$ cat config.mk
export PLATFORM = sky130hd
export DESIGN_NAME = wb_host_master_flat
export DESIGN_NICKNAME = d
export VERILOG_FILES = /design/src/rtl/wb_host_master_if.sv /design/src/rtl/wb_host_master.sv /design/src/flat_wrapper.sv
export SDC_FILE = /design/constraint.sdc
export NUM_CORES = 1
export LEC_CHECK = 0
export BUFFER_PORTS_ARGS = -buffer_cell sky130_fd_sc_hd__buf_2
export CORE_ASPECT_RATIO = 1.2
export CORE_MARGIN = 8
export CORE_UTILIZATION = 42
export CTS_CLUSTER_DIAMETER = 100
export DETAILED_ROUTE_END_ITERATION = 7
export GPL_ROUTABILITY_DRIVEN = 1
export GPL_TIMING_DRIVEN = 0
export PLACE_DENSITY = 0.77
export SLEW_MARGIN = 20
export SYNTH_ARGS = -nofsm -noshare
export SYNTH_HDL_FRONTEND = slang
export SYNTH_SLANG_ARGS = --single-unit
$ cat constraint.sdc
create_clock -name wb_clk_i -period 1.4 [get_ports wb_clk_i]
set_input_delay 0.28 -clock wb_clk_i [delete_from_list [all_inputs] [get_ports wb_clk_i]]
set_output_delay 0.28 -clock wb_clk_i [all_outputs]
set_load 0.02 [all_outputs]
$ cat src/rtl/wb_host_master_if.sv
// Signal bundle for wb_host_master: command/response channels and Wishbone master bus.
// Names are kept from the host master's point of view (_i into the master, _o out of it).
interface wb_host_master_if;
  // Command channel
  logic        cmd_valid_i;
  logic        cmd_ready_o;
  logic        cmd_we_i;
  logic [31:0] cmd_adr_i;
  logic [31:0] cmd_dat_i;
  logic [3:0]  cmd_sel_i;

  // Response channel
  logic        rsp_valid_o;
  logic        rsp_ready_i;
  logic [31:0] rsp_dat_o;
  logic        rsp_err_o;

  // Wishbone classic master side
  logic        wbm_cyc_o;
  logic        wbm_stb_o;
  logic        wbm_we_o;
  logic [3:0]  wbm_sel_o;
  logic [31:0] wbm_adr_o;
  logic [31:0] wbm_dat_o;
  logic [31:0] wbm_dat_i;
  logic        wbm_ack_i;

  modport master (
    input  cmd_valid_i, cmd_we_i, cmd_adr_i, cmd_dat_i, cmd_sel_i,
    output cmd_ready_o,
    output rsp_valid_o, rsp_dat_o, rsp_err_o,
    input  rsp_ready_i,
    output wbm_cyc_o, wbm_stb_o, wbm_we_o, wbm_sel_o, wbm_adr_o, wbm_dat_o,
    input  wbm_dat_i, wbm_ack_i
  );

  modport slave (
    output cmd_valid_i, cmd_we_i, cmd_adr_i, cmd_dat_i, cmd_sel_i,
    input  cmd_ready_o,
    input  rsp_valid_o, rsp_dat_o, rsp_err_o,
    output rsp_ready_i,
    input  wbm_cyc_o, wbm_stb_o, wbm_we_o, wbm_sel_o, wbm_adr_o, wbm_dat_o,
    output wbm_dat_i, wbm_ack_i
  );
endinterface

$ cat src/rtl/wb_host_master.sv
// Wishbone classic single-beat initiator: one bus cycle per command, IDLE -> BUS -> RESP.
// Optional ack timeout enabled by defining WBM_TIMEOUT_EN.
module wb_host_master #(
  parameter int TIMEOUT_CYCLES = 255,
  parameter int CNT_W          = 16
) (
  input  logic               wb_clk_i,
  input  logic               wb_rst_ni,
  wb_host_master_if.master   bus,
  output logic               busy_o,
  output logic [CNT_W-1:0]   txn_cnt_o,
  output logic [1:0]         state_o
);

  if (TIMEOUT_CYCLES < 1) begin : g_bad_timeout
    $error("wb_host_master: TIMEOUT_CYCLES must be >= 1");
  end

  typedef enum logic [1:0] {
    ST_IDLE = 2'd0,
    ST_BUS  = 2'd1,
    ST_RESP = 2'd2
  } state_e;

  state_e             state_q, state_d;
  logic               we_q;
  logic [31:0]        adr_q;
  logic [31:0]        dat_q;
  logic [3:0]         sel_q;
  logic [31:0]        rsp_dat_q, rsp_dat_d;
  logic [CNT_W-1:0]   cnt_q, cnt_d;
  logic               cmd_fire;
  logic               tmo_hit;

`ifdef WBM_TIMEOUT_EN
  localparam int TMO_W = $clog2(TIMEOUT_CYCLES + 1);
  logic [TMO_W-1:0]   tmo_q, tmo_d;
  logic               rsp_err_q, rsp_err_d;

  // tmo_q counts completed ack-less BUS cycles; the TIMEOUT_CYCLES-th one aborts.
  assign tmo_hit = (tmo_q == TMO_W'(TIMEOUT_CYCLES - 1));
`else
  assign tmo_hit = 1'b0;
`endif

  // Handshakes: a transfer happens on a rising edge where valid and ready are both 1;
  // valid never waits on ready, and payload is held stable while valid is high.
  assign cmd_fire = (state_q == ST_IDLE) && bus.cmd_valid_i;

  always_comb begin
    state_d   = state_q;
    rsp_dat_d = rsp_dat_q;
    cnt_d     = cnt_q;
`ifdef WBM_TIMEOUT_EN
    tmo_d     = tmo_q;
    rsp_err_d = rsp_err_q;
`endif
    case (state_q)
      ST_IDLE: begin
        if (bus.cmd_valid_i) begin
          state_d = ST_BUS;
`ifdef WBM_TIMEOUT_EN
          tmo_d   = '0;
`endif
        end
      end
      ST_BUS: begin
        if (bus.wbm_ack_i) begin
          rsp_dat_d = we_q ? 32'h0 : bus.wbm_dat_i;
          state_d   = ST_RESP;
`ifdef WBM_TIMEOUT_EN
          rsp_err_d = 1'b0;
`endif
        end else if (tmo_hit) begin
          rsp_dat_d = 32'h0;
          state_d   = ST_RESP;
`ifdef WBM_TIMEOUT_EN
          rsp_err_d = 1'b1;
`endif
        end else begin
`ifdef WBM_TIMEOUT_EN
          tmo_d = tmo_q + 1'b1;
`endif
        end
      end
      ST_RESP: begin
        if (bus.rsp_ready_i) begin
          cnt_d   = cnt_q + 1'b1;
          state_d = ST_IDLE;
        end
      end
      default: state_d = ST_IDLE;
    endcase
  end

  always_ff @(posedge wb_clk_i or negedge wb_rst_ni) begin
    if (!wb_rst_ni) begin
      state_q   <= ST_IDLE;
      rsp_dat_q <= 32'h0;
      cnt_q     <= '0;
    end else begin
      state_q   <= state_d;
      rsp_dat_q <= rsp_dat_d;
      cnt_q     <= cnt_d;
    end
  end

`ifdef WBM_TIMEOUT_EN
  always_ff @(posedge wb_clk_i or negedge wb_rst_ni) begin
    if (!wb_rst_ni) begin
      tmo_q     <= '0;
      rsp_err_q <= 1'b0;
    end else begin
      tmo_q     <= tmo_d;
      rsp_err_q <= rsp_err_d;
    end
  end
`endif

  // Command payload is captured once at acceptance so the bus sees it frozen for the cycle.
  always_ff @(posedge wb_clk_i or negedge wb_rst_ni) begin
    if (!wb_rst_ni) begin
      we_q  <= 1'b0;
      adr_q <= 32'h0;
      dat_q <= 32'h0;
      sel_q <= 4'h0;
    end else if (cmd_fire) begin
      we_q  <= bus.cmd_we_i;
      adr_q <= bus.cmd_adr_i & 32'hFFFF_FFFC;
      dat_q <= bus.cmd_dat_i;
      sel_q <= bus.cmd_sel_i;
    end
  end

  // cyc/stb decode straight from the async-reset state so they fall as soon as reset asserts.
  assign bus.wbm_cyc_o   = (state_q == ST_BUS);
  assign bus.wbm_stb_o   = (state_q == ST_BUS);
  assign bus.wbm_we_o    = we_q;
  assign bus.wbm_adr_o   = adr_q;
  assign bus.wbm_dat_o   = dat_q;
  assign bus.wbm_sel_o   = sel_q;

  assign bus.cmd_ready_o = (state_q == ST_IDLE);
  assign bus.rsp_valid_o = (state_q == ST_RESP);
  assign bus.rsp_dat_o   = rsp_dat_q;
`ifdef WBM_TIMEOUT_EN
  assign bus.rsp_err_o   = rsp_err_q;
`else
  assign bus.rsp_err_o   = 1'b0;
`endif

  assign busy_o    = (state_q != ST_IDLE);
  assign txn_cnt_o = cnt_q;
  assign state_o   = state_q;

endmodule

$ cat src/flat_wrapper.sv
// flat-port wrapper written by rule: the top's interface ports become plain ports
module wb_host_master_flat 
#(
  parameter int TIMEOUT_CYCLES = 255,
  parameter int CNT_W          = 16
)
  (wb_clk_i, wb_rst_ni, busy_o, txn_cnt_o, state_o, bus_cmd_valid_i, bus_cmd_we_i, bus_cmd_adr_i, bus_cmd_dat_i, bus_cmd_sel_i, bus_cmd_ready_o, bus_rsp_valid_o, bus_rsp_dat_o, bus_rsp_err_o, bus_rsp_ready_i, bus_wbm_cyc_o, bus_wbm_stb_o, bus_wbm_we_o, bus_wbm_sel_o, bus_wbm_adr_o, bus_wbm_dat_o, bus_wbm_dat_i, bus_wbm_ack_i);
  wb_host_master_if bus_i ();
  input  logic wb_clk_i;
  input  logic wb_rst_ni;
  output logic busy_o;
  output logic [CNT_W-1:0] txn_cnt_o;
  output logic [1:0] state_o;
  input wire logic [$bits(bus_i.cmd_valid_i)-1:0] bus_cmd_valid_i;
  input wire logic [$bits(bus_i.cmd_we_i)-1:0] bus_cmd_we_i;
  input wire logic [$bits(bus_i.cmd_adr_i)-1:0] bus_cmd_adr_i;
  input wire logic [$bits(bus_i.cmd_dat_i)-1:0] bus_cmd_dat_i;
  input wire logic [$bits(bus_i.cmd_sel_i)-1:0] bus_cmd_sel_i;
  output wire logic [$bits(bus_i.cmd_ready_o)-1:0] bus_cmd_ready_o;
  output wire logic [$bits(bus_i.rsp_valid_o)-1:0] bus_rsp_valid_o;
  output wire logic [$bits(bus_i.rsp_dat_o)-1:0] bus_rsp_dat_o;
  output wire logic [$bits(bus_i.rsp_err_o)-1:0] bus_rsp_err_o;
  input wire logic [$bits(bus_i.rsp_ready_i)-1:0] bus_rsp_ready_i;
  output wire logic [$bits(bus_i.wbm_cyc_o)-1:0] bus_wbm_cyc_o;
  output wire logic [$bits(bus_i.wbm_stb_o)-1:0] bus_wbm_stb_o;
  output wire logic [$bits(bus_i.wbm_we_o)-1:0] bus_wbm_we_o;
  output wire logic [$bits(bus_i.wbm_sel_o)-1:0] bus_wbm_sel_o;
  output wire logic [$bits(bus_i.wbm_adr_o)-1:0] bus_wbm_adr_o;
  output wire logic [$bits(bus_i.wbm_dat_o)-1:0] bus_wbm_dat_o;
  input wire logic [$bits(bus_i.wbm_dat_i)-1:0] bus_wbm_dat_i;
  input wire logic [$bits(bus_i.wbm_ack_i)-1:0] bus_wbm_ack_i;
  assign bus_i.cmd_valid_i = bus_cmd_valid_i;
  assign bus_i.cmd_we_i = bus_cmd_we_i;
  assign bus_i.cmd_adr_i = bus_cmd_adr_i;
  assign bus_i.cmd_dat_i = bus_cmd_dat_i;
  assign bus_i.cmd_sel_i = bus_cmd_sel_i;
  assign bus_cmd_ready_o = bus_i.cmd_ready_o;
  assign bus_rsp_valid_o = bus_i.rsp_valid_o;
  assign bus_rsp_dat_o = bus_i.rsp_dat_o;
  assign bus_rsp_err_o = bus_i.rsp_err_o;
  assign bus_i.rsp_ready_i = bus_rsp_ready_i;
  assign bus_wbm_cyc_o = bus_i.wbm_cyc_o;
  assign bus_wbm_stb_o = bus_i.wbm_stb_o;
  assign bus_wbm_we_o = bus_i.wbm_we_o;
  assign bus_wbm_sel_o = bus_i.wbm_sel_o;
  assign bus_wbm_adr_o = bus_i.wbm_adr_o;
  assign bus_wbm_dat_o = bus_i.wbm_dat_o;
  assign bus_i.wbm_dat_i = bus_wbm_dat_i;
  assign bus_i.wbm_ack_i = bus_wbm_ack_i;
  wb_host_master #(.TIMEOUT_CYCLES(TIMEOUT_CYCLES), .CNT_W(CNT_W)) u_core (.wb_clk_i(wb_clk_i), .wb_rst_ni(wb_rst_ni), .bus(bus_i), .busy_o(busy_o), .txn_cnt_o(txn_cnt_o), .state_o(state_o));
endmodule
==> metrics.csv <==
metric;value;unit
largest family of logic cells by synthesized area;multiplexers;
post-route clock skew;0.007318;ns
starting density of the core;0.4296;
Synth top area share;0.6176;
XOR/XNOR Fraction of Synth Area;0.02771;
Placer Congestion;0.8413;
DP Area;6120;µm²
CTS Buf Count;17;
Pwr per Cell Area;2540;nW/µm²
Die ar.;14960;µm²
ant diodes;0;
CP startpoint kind;register;
Yosys Warn Count;0;
arrival time at the worst endpoint;1.32;ns
worst hold margin;0.09713;ns
clock latency on the worst-skew pair;0.40;ns
simple-gate portion of the synthesized area;0.1087;
status;complete, but fails checks;
Mapped Cells;359;
Post-Synthesis Cell Area;4741;µm²
max-slew violation count;0;
area grow syn2layout;56.61;%
RSZ-0062 raised after global routing;true;
total congestion overflow;0;
multi-input gate area in the final layout;1876;µm²
worst setup margin;-0.2041;ns
initial antenna violation count;0;
Hold/Removal Path Class;input pin to register;
minimum clock period;1.604;ns
DR vias/cell;4.833;
input/output buffers;225;
Final Cell Area;7425;µm²
Top-Level Pins;231;
Die Span X;113.0;µm
Synth Area in Adders;0.002639;
fin crit share;1.146;
cell row count;42;
nature of the critical path endpoint;output port;
reg2reg start;u_core.state_o[0]$_DFFE_PN0P_;
Wirelength per Cell;18.02;µm
Hold Path End;u_core.state_o[1]$_DFFE_PN0P_;
core footprint;11040;µm²
first-pass GRT wire length;21740;µm
Antenna Nets Post-Route;0;
count of final hold-check violations;0;
GRT Util Overall;0.1831;
Max Root-Sink Buffers;2;
Fillers;827;
slew margin rel.;0.6160;
Seq/Total Area, Yosys;0.6176;
Synth area leader;dfrtp_1;
mux contribution to synthesized area;0.1742;
cell leakage power;0.003839;µW
Residual DRC;0;
reg2reg setup slack;-0.18;ns
post-layout util;0.6728;
R2R cell count;6;
drt pass-1 iters;4;
Max Fclk;623.4;MHz
Peak VDD IR;1.146;mV
Die Ht;132.4;µm
Post-Place Worst Slack;-0.2256;ns
final net count;741;
MaxCap Viol Count;0;
Worst Min Path Start;bus_rsp_ready_i;
Reg clk slew, reported paths;0.05;ns
Clock H-tree levels;4;
Worst Hold Depth;2;
critical register-to-register path endpoint;u_core.bus.wbm_sel_o[1]$_DFFE_PN0P_;
complex-gate fraction of the synthesized area;0.03642;
vias in the first global route;4153;
flip-flop and latch area;2937;µm²
detailed-placement wirelength estimate;9690;µm
CTS root buf;clkbuf_16;
Required @ worst endpoint;1.12;ns
DR iter-0 viols;92;
Sink Count;117;
crit path kind;register to output port;
Area contributors post-synth;dfrtp_1 62%, mux2_2 11%, mux2_4 6.0%, nand2b_1 4.2%, o21ai_0 3.5%;
largest net degree at the start of global routing;63;
CTS tree;done;
WL final;14040;µm
Yosys cell types;32;
Avg Inst Size Synth;13.21;µm²
routed vias;3765;
violated checks;negative setup slack;
Setup Viol. Count Final;112;
Slew @ Worst Pin;0.5760;ns
worst-path maximum fanout;5;
fraction of layout cells with a size suffix above 1;0.6090;
synthesized flop and latch total;117;
-- flip-flops by register name, summed over array words and instances (netlist names) --
register              count
u_core.bus.rsp_dat_o     32
u_core.bus.wbm_dat_o     32
u_core.bus.wbm_adr_o     30
u_core.txn_cnt_o         16
u_core.bus.wbm_sel_o      4
u_core.state_o            2
u_core.bus.wbm_we_o       1
-- cell usage after synthesis (all sizes together) --
cell type,instances
nand4b,1
xor2,3
nand4,3
buf,18
ha,1
mux2,67
a21o,1
nand3b,1
or2b,1
nand2,42
or2,1
nand3,6
dfrtp,117
and2b,1
xnor2,12
nor2,5
conb,1
and2,2
nor3,1
o21ai,33
and3,2
nor4,1
clkbuf,4
inv,3
nand2b,32
-- critical path: stages, from the launching register on --
cell and delay, ns:
dfrtp_2 0.44, and2b_2 0.28, buf_6 0.10, buf_6 0.10
-- placed cells by master, fill, tap and decap left out, types with 2 or more instances in the layout --
cell type / synthesis / routed
and3_1: 2 / 2
buf_12: 0 / 5
buf_16: 0 / 4
buf_2: 9 / 219
buf_4: 4 / 14
buf_6: 4 / 16
buf_8: 0 / 11
bufinv_16: 0 / 3
clkbuf_1: 3 / 5
clkbuf_16: 0 / 19
clkbuf_8: 0 / 3
clkinv_2: 0 / 4
clkinvlp_4: 0 / 2
conb_1: 1 / 3
dfrtp_1: 117 / 110
dfrtp_2: 0 / 7
inv_2: 0 / 2
mux2_2: 48 / 15
mux2_4: 19 / 52
nand2_1: 42 / 40
nand2b_1: 32 / 32
nand3_1: 6 / 2
nand3_2: 0 / 4
nand4_1: 3 / 3
nor2_4: 0 / 3
o21ai_0: 33 / 10
o21ai_1: 0 / 22
xnor2_1: 12 / 11
xor2_1: 3 / 3
-- area by class of cell --
type / count / area share
Timing Repair Buffer: 255 / 0.2123
Inverter: 3 / 0.001517
Clock inverter: 9 / 0.01685
Clock buffer: 23 / 0.06437
Multi-Input combinational cell: 219 / 0.2526
Buffer: 21 / 0.03455
Sequential cell: 117 / 0.3955
Tap cell: 132 / 0.02224
-- cells by family (layout without fill, tap and decap cells) --
logic type,Yosys count,after routing
AO/OA/AOI/OAI,34,34
AND/OR/NAND/NOR,99,99
flip-flops,117,117
multiplexers,67,67
buffers and inverters,25,311
XOR/XNOR,15,15
adder cells (fa/ha/maj),1,1
other,1,3
-- worst max-delay path by stage --
stage               cells past startpoint                     startpoint                                   end  slack, ns
finish                                  3  u_core.state_o[1]$_DFFE_PN0P_                         bus_wbm_stb_o      -0.20
global route                            5  u_core.state_o[0]$_DFFE_PN0P_      u_core.txn_cnt_o[12]$_DFFE_PN0P_      -0.25
CTS                                     3  u_core.state_o[1]$_DFFE_PN0P_                         bus_wbm_stb_o      -0.20
detailed placement                      6  u_core.state_o[0]$_DFFE_PN0P_   u_core.bus.wbm_sel_o[1]$_DFFE_PN0P_      -0.23
global placement                        1                      wb_rst_ni         u_core.state_o[0]$_DFFE_PN0P_      -1.42
floorplan                               6  u_core.state_o[0]$_DFFE_PN0P_  u_core.bus.wbm_dat_o[15]$_DFFE_PN0P_      -0.22
-- through the flow --
stage / std cells / setup TNS, ns / power, µW
after global placement: 718 / -154.92 / 12670
after CTS: 771 / -9.216 / 18540
final: 779 / -10.13 / 18860
after global routing: 779 / -17.52 / 19810
after floorplan: 361 / -12.46 / 10290
after detailed placement: 719 / -12.93 / 12900
-- repair_timing --
action | 4_1_cts | 5_1_grt
gates resized for setup | 81 | 54
hold endpoints to repair | 61 | 0
hold buffers | 1 | 0
setup buffers | 15 | 9
pin swaps | 9 | 5
cloned | 5 | 3
endpoints found under the setup margin | 89 | 119
-- routing by layer --
layer  global-route usage  up-vias  routed length, µm
li1                     -     1751                  -
met1               0.1954     1850               5573
met2               0.3152      152               6999
met3              0.07562       12               1280
met4              0.06973        0                182
met5                    0        -                  0
-- where the power goes --
group          switching (µW)  internal [µW]
sequential                889           4880
clock                    1460           2930
combinational            4480           4220
total                    6820          12000
Power figures use the tool's default switching activity.
